File: config.mk
export PLATFORM = sky130hd
export DESIGN_NAME = otter_mem_bridge
export DESIGN_NICKNAME = d
export VERILOG_FILES = /design/src/rtl/otter_mem_pkg.sv /design/src/rtl/otter_mem_bridge_load_align.sv /design/src/rtl/otter_mem_bridge.sv
export SDC_FILE = /design/constraint.sdc
export NUM_CORES = 1
export LEC_CHECK = 0
export ABC_AREA = 0
export CELL_PAD_IN_SITES_DETAIL_PLACEMENT = 1
export CELL_PAD_IN_SITES_GLOBAL_PLACEMENT = 2
export CORE_MARGIN = 4
export CORE_UTILIZATION = 26
export CTS_BUF_LIST = sky130_fd_sc_hd__clkbuf_4 sky130_fd_sc_hd__clkbuf_8 sky130_fd_sc_hd__clkbuf_16
export DETAILED_ROUTE_END_ITERATION = 7
export MAX_ROUTING_LAYER = met4
export PLACE_DENSITY = 0.93
export SYNTH_ARGS = -nofsm -noshare
export SYNTH_HDL_FRONTEND = slang
export SYNTH_SLANG_ARGS = --single-unit
File: constraint.sdc
create_clock -name clk -period 2.8 [get_ports clk]
set_input_delay 0.42 -clock clk [delete_from_list [all_inputs] [get_ports clk]]
set_output_delay 0.42 -clock clk [all_outputs]
set_load 0.03 [all_outputs]
File: src/rtl/otter_mem_pkg.sv
// Shared types and constants for the OTTER memory bridge.
package otter_mem_pkg;

   typedef enum logic [1:0] {
      IDLE = 2'b00,
      INST = 2'b01,
      DATA = 2'b10,
      RESP = 2'b11
   } state_e;

   typedef enum logic [1:0] {
      BYTE = 2'b00,
      HALF = 2'b01,
      WORD = 2'b10,
      RSVD = 2'b11
   } size_e;

   localparam logic [31:0] NOP = 32'h0000_0013;

   // Misaligned halves/words and the reserved size never reach the bus.
   function automatic logic bad_access(input size_e size, input logic [1:0] addr);
      logic bad;
      case (size)
         BYTE:    bad = 1'b0;
         HALF:    bad = addr[0];
         WORD:    bad = (addr != 2'b00);
         default: bad = 1'b1;
      endcase
      return bad;
   endfunction

endpackage

File: src/rtl/otter_mem_bridge_load_align.sv
// Combinational load extraction: lane select, truncate, sign/zero extend.
module load_align
   import otter_mem_pkg::*;
(
   input  logic [31:0] rdata,
   input  logic [1:0]  addr,
   input  logic [1:0]  SIZE,
   input  logic        SIGN,
   output logic [31:0] data
);

   logic [31:0] w_shifted;

   always_comb begin
      w_shifted = rdata >> {addr, 3'b000};
      // SIGN=0 requests sign extension, SIGN=1 zero extension.
      case (size_e'(SIZE))
         BYTE:    data = {{24{~SIGN & w_shifted[7]}},  w_shifted[7:0]};
         HALF:    data = {{16{~SIGN & w_shifted[15]}}, w_shifted[15:0]};
         default: data = w_shifted;
      endcase
   end

endmodule

File: src/rtl/otter_mem_bridge.sv
// Arbitrates OTTER fetch and data requests onto one single-port bus with
// data priority, lane steering, load alignment, misalignment and timeout handling.
module otter_mem_bridge
   import otter_mem_pkg::*;
#(
   parameter int unsigned TIMEOUT = 16
) (
   input  logic        clk,
   input  logic        RST_N,
   input  logic        memRDEN1,
   input  logic [31:0] ADDR1,
   input  logic        memRDEN2,
   input  logic        memWE2,
   input  logic [31:0] ADDR2,
   input  logic [31:0] DIN2,
   input  logic [1:0]  SIZE,
   input  logic        SIGN,
   output logic [31:0] DOUT1,
   output logic [31:0] DOUT2,
   output logic        stall,
   output logic        err,
   output logic        bus_req,
   output logic        bus_we,
   output logic [31:0] bus_addr,
   output logic [31:0] bus_wdata,
   output logic [3:0]  bus_be,
   input  logic        bus_ack,
   input  logic [31:0] bus_rdata
);

   localparam int unsigned CW = (TIMEOUT > 1) ? $clog2(TIMEOUT) : 1;

   state_e        r_state;
   state_e        w_next;
   logic [31:0]   r_addr;
   logic [31:0]   r_wdata;
   size_e         r_size;
   logic          r_sign;
   logic          r_we;
   logic [CW-1:0] r_wait;
   logic [31:0]   r_dout1;
   logic [31:0]   r_dout2;
   logic          r_err;

   logic          w_data_req;
   logic          w_bad;
   logic          w_timeout;
   logic [31:0]   w_load_data;

   assign w_data_req = memRDEN2 | memWE2;
   assign w_bad      = bad_access(size_e'(SIZE), ADDR2[1:0]);
   assign w_timeout  = (r_wait == CW'(TIMEOUT - 1)) & ~bus_ack;

   load_align u_load_align (
      .rdata (bus_rdata),
      .addr  (r_addr[1:0]),
      .SIZE  (r_size),
      .SIGN  (r_sign),
      .data  (w_load_data)
   );

   always_ff @(posedge clk or negedge RST_N) begin
      if (!RST_N) r_state <= IDLE;
      else        r_state <= w_next;
   end

   always_comb begin
      w_next = r_state;
      case (r_state)
         IDLE: begin
            if (w_data_req)    w_next = w_bad ? RESP : DATA;
            else if (memRDEN1) w_next = INST;
         end
         INST, DATA: begin
            if (bus_ack || w_timeout) w_next = RESP;
         end
         default: w_next = IDLE;
      endcase
   end

   // Bus side is driven purely from latched request fields and the state.
   always_comb begin
      stall     = 1'b0;
      bus_req   = 1'b0;
      bus_we    = 1'b0;
      bus_be    = '0;
      bus_addr  = {r_addr[31:2], 2'b00};
      case (r_size)
         BYTE:    bus_wdata = {4{r_wdata[7:0]}};
         HALF:    bus_wdata = {2{r_wdata[15:0]}};
         default: bus_wdata = r_wdata;
      endcase
      case (r_state)
         IDLE: stall = w_data_req | memRDEN1;
         INST: begin
            stall   = 1'b1;
            bus_req = 1'b1;
            bus_be  = 4'b1111;
         end
         DATA: begin
            stall   = 1'b1;
            bus_req = 1'b1;
            bus_we  = r_we;
            case (r_size)
               BYTE:    bus_be = 4'b0001 << r_addr[1:0];
               HALF:    bus_be = 4'b0011 << r_addr[1:0];
               default: bus_be = 4'b1111;
            endcase
         end
         default: ;
      endcase
   end

   always_ff @(posedge clk or negedge RST_N) begin
      if (!RST_N) begin
         r_addr  <= '0;
         r_wdata <= '0;
         r_size  <= BYTE;
         r_sign  <= 1'b0;
         r_we    <= 1'b0;
         r_wait  <= '0;
         r_dout1 <= '0;
         r_dout2 <= '0;
         r_err   <= 1'b0;
      end else begin
         r_err <= 1'b0;
         case (r_state)
            IDLE: begin
               if (w_data_req) begin
                  r_addr  <= ADDR2;
                  r_wdata <= DIN2;
                  r_size  <= size_e'(SIZE);
                  r_sign  <= SIGN;
                  r_we    <= memWE2;
                  r_wait  <= '0;
                  if (w_bad) begin
                     r_err <= 1'b1;
                     if (!memWE2) r_dout2 <= '0;
                  end
               end else if (memRDEN1) begin
                  r_addr <= ADDR1;
                  r_size <= WORD;
                  r_sign <= 1'b0;
                  r_we   <= 1'b0;
                  r_wait <= '0;
               end
            end
            INST: begin
               if (bus_ack) begin
                  r_dout1 <= bus_rdata;
               end else if (w_timeout) begin
                  r_err   <= 1'b1;
                  r_dout1 <= NOP;
               end else begin
                  r_wait <= r_wait + 1'b1;
               end
            end
            DATA: begin
               if (bus_ack) begin
                  if (!r_we) r_dout2 <= w_load_data;
               end else if (w_timeout) begin
                  r_err <= 1'b1;
                  if (!r_we) r_dout2 <= '0;
               end else begin
                  r_wait <= r_wait + 1'b1;
               end
            end
            default: ;
         endcase
      end
   end

   assign DOUT1 = r_dout1;
   assign DOUT2 = r_dout2;
   assign err   = r_err;

endmodule
==> results.py <==
metrics = {
    "placed_design": {
        "dp.cells": 1294,
        "dp_hpwl_um": 19200,
        "numPortBuffers": 270,
        "pre_cts_ws_ns": 0.254,
        "postPlaceCellArea_um2": 10100,
        "gp_congestion": 0.839,
    },
    "finish": {
        "layout_common_cells": "254 x clkdlybuf4s50_1, 186 x nand2_1, 139 x dfrtp_1, 59 x mux2i_1, 56 x o21ai_0",
        "final_common_cell": "clkdlybuf4s50_1",
        "fin_nets": 1115,
        "area_delta_synth_final_pct": 49.3,
        "fill_cells": 3052,
        "multiInputGateArea_um2": 3100,
        "final_area_um2": 10700,
        "seqCellArea_um2": 3480,
        "drive_gt1_frac": 0.104,
        "layout.cells.non_filler": 1328,
    },
    "synthesis": {
        "synth.area.mux_share": 0.109,
        "synth_cells": 745,
        "yosys.area_share.xor_xnor": 0,
        "async_flop_share": 1.00,
        "synth_edf_count": 0,
        "synth_cell_types": 53,
        "synth-compound-area-share": 0.183,
        "yosysWarnings": 0,
        "yosys.area_share.adder": 0.00875,
        "ys_ff_latch": 139,
        "avgSynthCellArea_um2": 9.60,
        "synth_top_family_by_area": "compound AO/OA/AOI/OAI gates",
        "synth-simple-area-share": 0.126,
        "synth.yosys.seq_area_share": 0.486,
        "netlist_area_um2": 7150,
        "synth_ff_type": "dfrtp_1",
    },
    "run": {
        "cap_viol_max_count": 0,
    },
    "clock_tree": {
        "cts_resized": 0,
        "clk_latency_ns": 0.42,
        "cts_sinks": 139,
        "root_buffer": "clkbuf_16",
        "clockBufferDepth": 2,
        "cts_tree": "built",
        "numCtsBuffers": 17,
        "clk_pin_slew_ns": 0.07,
        "cts_setup_buffers": 0,
        "holdBufCountCts": 1,
        "htree_num_levels": 4,
    },
    "floorplan": {
        "core_area_um2": 27000,
        "chipWidth_um": 174,
        "io-pin-count": 273,
        "start_util": 0.265,
        "fp-row-count": 60,
        "fp.dieH_um": 174,
        "dieArea_um2": 30200,
    },
    "timing": {
        "fin_crit_sh": 0.936,
        "fin_ws_ns": 0.178,
        "fin_worst_skew_ns": 0.0124,
        "setup_viol": 0,
        "max-slew-margin-rel": 0.170,
        "fin_crit_ns": 2.62,
        "tightest_slew_ns": 1.24,
        "drv_slew": 0,
        "fmax_mhz": 381,
        "rsz0062_at_grt": "no",
        "fin_setup_tns_ns": 0,
        "final-hold-violation-count": 0,
    },
    "run_status": {
        "status": "complete, no violations",
    },
    "drt": {
        "num_vias": 6375,
        "drtIter0Drc": 250,
        "viasPerCell": 4.80,
        "drc": 0,
        "final_antenna_net_count": 0,
        "wire_per_inst_um": 19.4,
        "first_pass_iters": 4,
        "drt-total-wl_um": 25800,
    },
    "critical_path": {
        "max_stage_delay_ns": 0.47,
        "crit_type": "reg -> out",
        "critPathSlowestCell": "ha_1",
        "crit_path_start_kind": "flop",
        "cp_data_required_time_ns": 2.38,
        "crit_chain": "inv_1, ha_1, clkinv_1, a21oi_1, buf_12",
        "worstPathMaxFanout": 9,
        "arrival_ns": 2.20,
        "crit_path_end_kind": "primary output",
    },
    "grt": {
        "grt_usage": 0.173,
        "grt_pass1_wl_um": 40600,
        "grt-ovfl-total": 0,
        "grt_max_degree": 87,
        "first_global_vias": 6930,
        "antenna_found_initial": 1,
    },
    "power": {
        "p_total_mw": 14.0,
        "leakage_nw": 4.67,
        "power.density_nw_per_um2": 1310,
        "vdd_ir_drop_max_mv": 0.714,
    },
    "hold_path": {
        "hold_path.class": "in -> async",
    },
}
## final timing paths
check / cells past startpoint / endpoint / slack [ns] / start
setup / recovery: 5 / bus_be[3] / 0.18 / r_state[0]
hold / removal: 2 / DOUT1[14] / 0.45 / RST_N
setup reg to reg: 6 / DOUT2[16] / 0.30 / r_size[0]
hold reg to reg: 2 / r_wdata[30] / 0.47 / r_wdata[30]
max in group asynchronous: 3 / r_wdata[31] / 1.54 / RST_N
min in group clk: 2 / r_wdata[30] / 0.47 / r_wdata[30]
## sequential cells by signal, indices dropped and copies added, names as in the netlist
register,cells
r_wait,4
r_addr,32
r_we,1
err,1
r_size,2
r_sign,1
r_wdata,32
r_state,2
DOUT2,32
DOUT1,32
## critical path: cells and delay by family (launching register included)
kind / cells / cell delay [ns]
AO/OA/AOI/OAI: 1 / 0.31
flip-flops: 1 / 0.43
adder cells (fa/ha/maj): 1 / 0.47
buffers and inverters: 3 / 0.57
## cell type report
class,count,area share
Sequential cell,139,0.326
Multi-Input combinational cell,492,0.290
Timing Repair Buffer,298,0.279
Clock buffer,20,0.0431
Tap cell,341,0.0400
Clock inverter,12,0.0128
Inverter,25,0.00879
Antenna cell,1,0.000234
## per-layer routing
metal	part of all wire	routed length, um	GRT usage
met1	0.42	10900	0.207
met2	0.50	13000	0.292
met5	0	0	-
met3	0.059	1530	0.0445
met4	0.015	397	0.0449
## through the flow
stage	hold WS, ns	utilization
after floorplan	0.124	-
after global placement	0.328	0.373
after detailed placement	0.330	0.373
after CTS	0.435	0.395
after global routing	0.471	0.395
final	0.455	0.395
## where the power goes
group | switching, mW | internal (mW) | total (mW)
Combinational | 4.87 | 3.30 | 8.17
Clock | 0.954 | 1.38 | 2.33
Sequential | 0.602 | 2.93 | 3.53
Total | 6.43 | 7.60 | 14.0
## synthesized netlist by cell type, drive strengths merged, types with 16 or more instances
library cell	n	area, um2
o21ai	58	290
o32ai	16	163
dfrtp	139	3480
inv	23	86.3
nor2	19	71.3
nand2	186	698
mux2i	59	591
a21oi	28	140
clkbuf	31	118
a22o	33	289
o2bb2ai	24	210
buf	59	404
## cells by family (layout without fill, tap and decap cells)
family	Yosys count	in the layout
other	1	3
buffers and inverters	115	355
flip-flops	139	139
AO/OA/AOI/OAI	185	185
multiplexers	75	75
AND/OR/NAND/NOR	225	225
adder cells (fa/ha/maj)	5	5
Note: power is estimated with default switching activity, not from simulation.
